## src/rtl/imem_loader.sv

```systemverilog
// imem_loader: takes a boot frame (A5, N lo/hi, N little-endian words, XOR checksum) from a byte
// stream, writes the words to instruction memory and keeps the core in reset until the checksum matches.
// Latency: imem_we rises one cycle after the 4th byte of a word; rx_ready is tied to 1 (never stalls).
// Optional LOADER_TIMEOUT_EN: an inter-byte timeout forces ERR when a frame stalls mid-load.
module imem_loader #(
  parameter logic [31:0] BASE_ADDR      = 32'h0000_0000,
  parameter int unsigned MAX_WORDS      = 1024,
  parameter int unsigned TIMEOUT_CYCLES = 100000
) (
  input  logic        clk,
  input  logic        rst,
  input  logic        rx_valid,
  input  logic [7:0]  rx_data,
  output logic        rx_ready,
  output logic        imem_we,
  output logic [31:0] imem_addr,
  output logic [31:0] imem_wdata,
  output logic        core_rst,
  output logic        load_done,
  output logic        load_err
);

  typedef enum logic [2:0] {IDLE, LEN0, LEN1, DATA, CSUM, DONE, ERR} state_t;
  localparam logic [7:0] SYNC = 8'hA5;

  state_t      state_q;
  logic [15:0] len_q;
  logic [15:0] idx_q;
  logic [1:0]  bcnt_q;
  logic [23:0] word_q;     // bytes 0..2 of the word in flight; byte 3 comes straight from rx_data
  logic [7:0]  csum_q;
  logic        imem_we_q, core_rst_q, load_done_q, load_err_q;
  logic [31:0] imem_addr_q, imem_wdata_q;

  logic [15:0] len_d;
  logic [7:0]  csum_d;
  logic [31:0] addr_d;

`ifdef LOADER_TIMEOUT_EN
  logic [31:0] tmo_q;
  logic        active;
  assign active = (state_q == LEN0) || (state_q == LEN1) || (state_q == DATA) || (state_q == CSUM);
`endif

  // Every byte is consumed; the upstream receiver has nowhere to hold it anyway.
  assign rx_ready = 1'b1;

  assign len_d  = {rx_data, len_q[7:0]};
  assign csum_d = csum_q ^ rx_data;
  assign addr_d = BASE_ADDR + {14'd0, idx_q, 2'b00};

  assign imem_we    = imem_we_q;
  assign imem_addr  = imem_addr_q;
  assign imem_wdata = imem_wdata_q;
  assign core_rst   = core_rst_q;
  assign load_done  = load_done_q;
  assign load_err   = load_err_q;

  // Frame parser: state, counters, checksum and all registered outputs.
  always_ff @(posedge clk or posedge rst) begin
    if (rst) begin
      state_q      <= IDLE;
      len_q        <= '0;
      idx_q        <= '0;
      bcnt_q       <= '0;
      word_q       <= '0;
      csum_q       <= '0;
      imem_we_q    <= 1'b0;
      imem_addr_q  <= '0;
      imem_wdata_q <= '0;
      core_rst_q   <= 1'b1;
      load_done_q  <= 1'b0;
      load_err_q   <= 1'b0;
`ifdef LOADER_TIMEOUT_EN
      tmo_q        <= '0;
`endif
    end else begin
      imem_we_q <= 1'b0;
`ifdef LOADER_TIMEOUT_EN
      // Timeout runs only mid-frame and restarts on every accepted byte.
      if (!active || rx_valid) begin
        tmo_q <= '0;
      end else if (tmo_q == TIMEOUT_CYCLES - 1) begin
        tmo_q      <= '0;
        state_q    <= ERR;
        load_err_q <= 1'b1;
        core_rst_q <= 1'b1;
      end else begin
        tmo_q <= tmo_q + 32'd1;
      end
`endif
      if (rx_valid) begin
        case (state_q)
          IDLE, DONE, ERR: begin
            // Only a sync byte starts a frame; anything else is noise on the line.
            if (rx_data == SYNC) begin
              state_q     <= LEN0;
              csum_q      <= '0;
              bcnt_q      <= '0;
              idx_q       <= '0;
              load_done_q <= 1'b0;
              load_err_q  <= 1'b0;
              core_rst_q  <= 1'b1;
            end
          end
          LEN0: begin
            len_q[7:0] <= rx_data;
            csum_q     <= csum_d;
            state_q    <= LEN1;
          end
          LEN1: begin
            len_q[15:8] <= rx_data;
            csum_q      <= csum_d;
            if (32'(len_d) > MAX_WORDS) begin
              state_q    <= ERR;
              load_err_q <= 1'b1;
            end else if (len_d == 16'd0) begin
              state_q <= CSUM;
            end else begin
              state_q <= DATA;
            end
          end
          DATA: begin
            csum_q <= csum_d;
            bcnt_q <= bcnt_q + 2'd1;
            case (bcnt_q)
              2'd0: word_q[7:0]   <= rx_data;
              2'd1: word_q[15:8]  <= rx_data;
              2'd2: word_q[23:16] <= rx_data;
              default: begin
                imem_we_q    <= 1'b1;
                imem_wdata_q <= {rx_data, word_q};
                imem_addr_q  <= addr_d;
                idx_q        <= idx_q + 16'd1;
                if (idx_q == len_q - 16'd1) state_q <= CSUM;
              end
            endcase
          end
          CSUM: begin
            if (rx_data == csum_q) begin
              state_q     <= DONE;
              core_rst_q  <= 1'b0;
              load_done_q <= 1'b1;
            end else begin
              state_q    <= ERR;
              load_err_q <= 1'b1;
            end
          end
          default: state_q <= IDLE;
        endcase
      end
    end
  end

endmodule
```

## config.mk

```make
export PLATFORM = sky130hd
export DESIGN_NAME = imem_loader
export DESIGN_NICKNAME = d
export VERILOG_FILES = /design/src/rtl/imem_loader.sv
export SDC_FILE = /design/constraint.sdc
export NUM_CORES = 1
export LEC_CHECK = 0
export CAP_MARGIN = 5
export CORE_ASPECT_RATIO = 0.6
export CORE_MARGIN = 1
export CORE_UTILIZATION = 40
export CTS_CLUSTER_DIAMETER = 80
export CTS_CLUSTER_SIZE = 14
export DETAILED_ROUTE_END_ITERATION = 8
export MAX_ROUTING_LAYER = met4
export PLACE_DENSITY = 0.65
export SLEW_MARGIN = 10
export SYNTH_ARGS = -nofsm -noshare
export SYNTH_HDL_FRONTEND = slang
export SYNTH_SLANG_ARGS = --single-unit
```

## constraint.sdc

```tcl
create_clock -name clk -period 3.9 [get_ports clk]
set_input_delay 0.39 -clock clk [delete_from_list [all_inputs] [get_ports clk]]
set_output_delay 0.39 -clock clk [all_outputs]
set_load 0.01 [all_outputs]
```

# After elaboration in Yosys (flattened, before gate mapping)
# Index checks and enable logic that the tools add are counted.
dict set report totals {
  inputBits 11
  output_inout_bits 69
  reg_bits 121
  mem_count 0
  rom_bits 0
  latchBits 0
  elab_cells 86
  mem_bits_rw 0
}
dict set report op_classes {
  n_reduce_logical 22
  order_cmp 1
  eq_ne 17
  n_div 0
  n_mul 0
  add_sub_neg 3
  bitwise 2
  n_mux 26
  shifts 0
}
# op n
set ops {}
lappend ops {{two-way mux 16 bit} 2}
lappend ops {{case mux 16 bit (2 select lines)} 1}
lappend ops {{AND reduction 3 bit} 6}
lappend ops {{adder 16 x 1 -> 16 bit (second input constant)} 1}
lappend ops {{== test 16 bit} 1}
lappend ops {{greater-than comparator 16 x 11 -> 1 bit (second input constant)} 1}
lappend ops {{logical NOT 16 bit} 1}
lappend ops {{case mux 8 bit (2 select lines)} 1}
lappend ops {{subtractor 16 x 1 -> 16 bit (second input constant)} 1}
lappend ops {{two-way mux 3 bit} 5}
lappend ops {{case mux 3 bit (5 select lines)} 1}
lappend ops {{inequality test 2 bit (second input constant)} 6}
lappend ops {{AND reduction 4 bit} 3}
lappend ops {{== test 3 bit (second input constant)} 3}
lappend ops {{two-way mux 1 bit} 9}
lappend ops {{OR reduction 3 bit} 3}
lappend ops {{== test 8 bit} 1}
lappend ops {{== test 8 bit (second input constant)} 1}
lappend ops {{two-way mux 8 bit} 1}
lappend ops {{bitwise XOR 8 bit} 1}
lappend ops {{== test 3 x 2 -> 1 bit (second input constant)} 2}
lappend ops {{nonzero test 2 bit} 3}
lappend ops {{AND reduction 5 bit} 1}
lappend ops {{two-way mux 2 bit} 2}
lappend ops {{other kinds (12)} 14}

# Depth between registers and ports, before layout
dict set report logic_depth {
  word_depth 5
  mapped_depth 11
  depth_no_buf 10
}

# Worst setup path before layout
# OpenSTA, ideal clock, no wires.
dict set report synth_path {
  path_kind {register -> register}
  startpoint {reg len_q[0]}
  endpoint {reg state_q[0]}
  t_arrival_ns 2.195
  n_path_buf 1
  period_less_slack_ns 2.317
  setup_ns 0.122
  required_ns 3.778
  setup_slack_ns 1.583
  path_stages_with_launch 12
  path_cell_list {dfrtp_1 inv_1 ha_1 buf_2 nor4b_2 nand3_1 mux2_2 mux2i_1 a21oi_1 o21ai_2 mux2i_1 nand2_1}
}
dict set report synth_via {
  elab_chain_len 4
  elab_cells_between_ends 9
  classes_between {add/sub: 1; order compare: 1; eq/ne: 2; mux: 3; reduce/logical: 2}
}
# element line
set synth_rtl {}
lappend synth_rtl {{start: declaration} 27} ;# logic [15:0] len_q;
lappend synth_rtl {{start signal: assignment} 107} ;# len_q[7:0] <= rx_data;
lappend synth_rtl {{subtractor 16 x 1 -> 16 bit / logical NOT 16 bit (equally long branches)} {135, 117}}
lappend synth_rtl {{== test 16 bit / two-way mux 3 bit (equally long branches)} {135, 117}}
lappend synth_rtl {{inequality test 2 bit (no line) / two-way mux 3 bit (equally long branches)} -}
lappend synth_rtl {{AND reduction 4 bit (no line) / case mux 3 bit (5 select lines) (equally long branches)} -}
lappend synth_rtl {{end signal: assignment} 135} ;# if (idx_q == len_q - 16'd1) state_q <= CSUM;
lappend synth_rtl {{end signal: assignment} 141} ;# state_q <= DONE;
lappend synth_rtl {{end signal: assignment} 145} ;# state_q <= ERR;
lappend synth_rtl {{end: declaration} 26} ;# state_t state_q;
# Several ways; a longest one is shown, not always the timed one.
# A chain may end at the register's enable or synchronous reset.

# Final worst setup path
dict set report layout_path {
  startpoint {in rx_data[3]}
  endpoint {reg csum_q[6]}
}
dict set report layout_via {
  elab_chain_len 3
}
# element line
set layout_rtl {}
lappend layout_rtl {{start: declaration} 13} ;# input logic [7:0] rx_data,
lappend layout_rtl {{== test 8 bit} 96} ;# if (rx_data == SYNC) begin
lappend layout_rtl {{inequality test 2 bit (no line)} -}
lappend layout_rtl {{AND reduction 3 bit (no line)} -}
lappend layout_rtl {{end signal: assignment} 108} ;# csum_q <= csum_d;
lappend layout_rtl {{end signal: assignment} 113} ;# csum_q <= csum_d;
lappend layout_rtl {{end signal: assignment} 124} ;# csum_q <= csum_d;
lappend layout_rtl {{end: declaration} 31} ;# logic [7:0] csum_q;
# No other way between the ends.

==> Flow_metrics.wiki <==
{| class="wikitable"
! Metric !! Value
|-
| Result of the run || completed
|-
| Number of cells traversed by the worst hold path || 2
|-
| Clock-pin slew of the registers on the worst-case setup and hold paths || 60 ps
|-
| Overall Power || 5.309 mW
|-
| Max Transition Viols Final || 0
|-
| Worst-case reg-to-reg path depth || 10
|-
| Die height || 96.19 um
|-
| Setup repair after global routing missed its margin || false
|-
| Count of boundary I/O pins || 80
|-
| DR vias || 4574
|-
| Highest ir drop seen on vdd || 0.3380 mV
|-
| Global routing usage summed across all routing layers || 20.50%
|-
| Tightest slew margin relative to the limit || 43.05%
|-
| Number of enable-type register cells in the synthesized netlist || 0
|-
| Site Rows || 33
|-
| Min Clock Period, post-route || 3061 ps
|-
| Power per cell area || 728.3 mW/mm^2
|-
| Setup fix buffers added after clock tree synthesis || 0
|-
| Drt via density || 5.174
|-
| Global placement routability congestion || 0.8763
|-
| Summed instance area of the synthesized netlist || 0.005914 mm^2
|-
| Total buffers and inverters traversed by the critical path || 2
|-
| Critical path capture point type || flop
|-
| Classification of the worst setup path || input pin to flop
|-
| Combinational family with the most area after synthesis || simple AND/OR/NAND/NOR gates
|-
| Cells after synthesis || 621
|-
| Count of cell types in the netlist || 57
|-
| CTS HTree Levels || 4
|-
| Violation count after the first detailed-route iteration || 384
|-
| Critical path depth in cells || 10
|-
| Worst Hold Slack || 461.2 ps
|-
| Startpoint type of the worst setup path || input pin
|-
| Count of non-filler cells in the finished layout || 884
|-
| Post-synthesis share of cell area spent on full adders, half adders and majority gates || 1.481%
|-
| CTS Root Cell || clkbuf_16
|-
| Clk sink count || 121
|-
| Slew @ Worst Pin || 851.1 ps
|-
| Cell area after placement || 0.006654 mm^2
|-
| CTS tree || done
|-
| Final Hold Viols || 0
|-
| # Max-Cap Violations || 0
|-
| Post-layout instance area || 0.007289 mm^2
|-
| Maximum buffer depth of the clock tree || 2
|-
| Sequential cell area fraction in the yosys report || 51.22%
|-
| Detailed Route WL || 14.13 mm
|-
| Maximum frequency from static timing analysis || 0.3267 GHz
|-
| Average detailed-routed wire length per instance || 15.98 um
|-
| Final global-route overflow total || 0
|-
| Layout net count || 697
|-
| Max FO, Critical Path || 10
|-
| CP cell instances || clkdlybuf4s50_1 > buf_4 > nor3_1 > and3_1 > nor2_1 > nor2_1 > o21ai_1 > nor2_1 > nand2_1 > o21ai_0
|-
| Setup violators final || 0
|-
| Die width || 159.0 um
|-
| Area fraction in and, or, nand and nor cells after synthesis || 21.26%
|-
| Total die area || 0.01529 mm^2
|-
| Initial Util || 42.13%
|-
| CP delay by family, top || simple AND/OR/NAND/NOR gates
|-
| Class of the worst hold path || flop to flop
|-
| Count of port buffers added during placement || 62
|-
| Residual antenna-violating net count after detailed routing || 0
|-
| Final Cycle Share || 78.48%
|-
| Post-Syn Area per Cell || 9.524 um^2
|-
| Fin Setup TNS || 0 ps
|-
| Post-synthesis compound-gate area fraction || 7.214%
|-
| Number of placed cells counting well taps || 852
|-
| Mux contribution to synthesized area || 7.764%
|-
| Required time of the critical path || 4220 ps
|-
| First-pass GRT wire length || 23.36 mm
|-
| Cell mode on critical path || nor2_1
|-
| Vias in the first global route || 4518
|-
| Detailed-route DRC error count || 0
|-
| Async set-reset flop share out of synthesis || 100.0%
|-
| Proportion of layout cells with a drive suffix above 1 || 13.44%
|-
| Pin count of the biggest net entering global routing || 64
|-
| Core region area || 0.01404 mm^2
|-
| Reported leakage power || 3.359 nW
|-
| HPWL reported at the end of detailed placement || 9.869 mm
|-
| Flip-flop and latch count after synthesis || 121
|-
| Resized Gates After CTS || 0
|-
| Worst Skew || 5.742 ps
|-
| Number of buffers added by the clock tree synthesis step || 17
|-
| Post-synthesis share of cell area spent on xor and xnor gates || 5.479%
|-
| Area added between synthesis and finish || 23.25%
|-
| CP max stage cell || nor3_1
|-
| Number of antenna violations at the first check in global routing || 0
|-
| Flip-flop cell with the highest count after synthesis || dfrtp_1
|-
| Arrival time worst endpoint || 3390 ps
|-
| Peak per-stage delay on the critical path || 600 ps
|-
| Hold-fix buffer count after cts || 0
|-
| Pre-antenna DRT Iters || 7
|-
| Clock network latency to the later pin of the worst-skew pair || 410 ps
|-
| Count of synthesis-stage warnings from yosys || 0
|-
| Number of antenna repair diodes || 0
|}
-- tightest hold or removal path, stage by stage (launching register included) --
cell and delay, ps:
dfrtp_1 340, nand2_1 50, nand2_1 50
-- final timing paths --
path	start	end	slack [ps]
setup / recovery	rx_data[3]	csum_q[6]	840
hold / removal	word_q[10]	imem_wdata[10]	460
setup reg to reg	len_q[0]	state_q[0]	930
hold reg to reg	word_q[10]	imem_wdata[10]	460
max in group asynchronous	rst	word_q[22]	2620
min in group asynchronous	rst	imem_addr[15]	490
-- area by class of cell --
type	instances	area, um^2
Fill cell	1274	6749
Sequential cell	121	3029
Multi-Input combinational cell	451	2621
Timing Repair Buffer	70	693.2
Clock buffer	20	436.7
Tap cell	192	240.2
Clock inverter	12	198.9
Inverter	18	70.07
-- cell usage in the layout, fill, tap and decap left out, types with 3 or more instances in the layout --
cell type and n:
bufinv_16 5, and2_1 3, o2111ai_1 4, clkbuf_1 3, xnor2_1 23, inv_1 16
clkinv_4 3, clkinv_2 3, ha_1 7, nor4_1 4, clkdlybuf4s50_1 62, clkbuf_16 17
mux2_2 39, nor3_1 13, nand2_1 169, a21oi_1 16, nand3_1 8, nand4_1 8
dfrtp_1 120, or3_1 3, conb_1 17, buf_4 7, and3_1 5, nor2_1 43
xor2_1 14, o21ai_0 35
-- synth_stat cells, types with 9 or more instances --
| library cell | count | share of area, % |
|---|---|---|
| nor3_1 | 13 | 1.1 |
| mux2_2 | 39 | 7.4 |
| a21oi_1 | 16 | 1.4 |
| buf_2 | 9 | 0.76 |
| nand2_1 | 170 | 11 |
| o21ai_0 | 35 | 3.0 |
| xor2_1 | 14 | 2.1 |
| inv_1 | 17 | 1.1 |
| dfrtp_1 | 120 | 51 |
| buf_4 | 17 | 2.2 |
| xnor2_1 | 23 | 3.4 |
| clkbuf_1 | 14 | 0.89 |
| nor2_1 | 43 | 2.7 |
-- power by group --
group	internal (mW)	switching, mW	total (mW)
Clock	1.13	0.563	1.69
Combinational	0.746	0.835	1.58
Sequential	1.64	0.394	2.03
Total	3.52	1.79	5.31
-- sequential cells by signal (all words and copies together), names as in the netlist, 2 cells and up --
register	count
imem_wdata	32
word_q	24
idx_q	16
imem_addr	16
len_q	16
csum_q	8
state_q	3
bcnt_q	2
-- cell families (layout without fill, tap and decap cells) --
logic type | Yosys count | in the layout
simple gates | 278 | 278
flops | 121 | 121
compound gates | 71 | 71
buf+inv | 64 | 120
mux | 41 | 41
xor+xnor | 37 | 37
fa+ha+maj | 7 | 7
other cells | 2 | 17
-- metal layers --
| layer | global-route usage [%] | up-vias | part of all wire (%) |
|---|---|---|---|
| met5 | - | - | 0 |
| met4 | 7.131 | 0 | 0.98 |
| met3 | 4.524 | 14 | 5.9 |
| met2 | 29.09 | 163 | 41 |
| met1 | 28.76 | 2247 | 52 |
| li1 | - | 2150 | - |
-- metrics by stage --
step | utilization, % | setup slack (ps)
after global routing | 51.93 | 631.8
after global placement | 47.40 | 666.0
final | 51.93 | 839.1
after CTS | 51.93 | 981.3
after floorplan | - | 297.5
after detailed placement | 47.40 | 552.9
(Power assumes the default switching activity.)
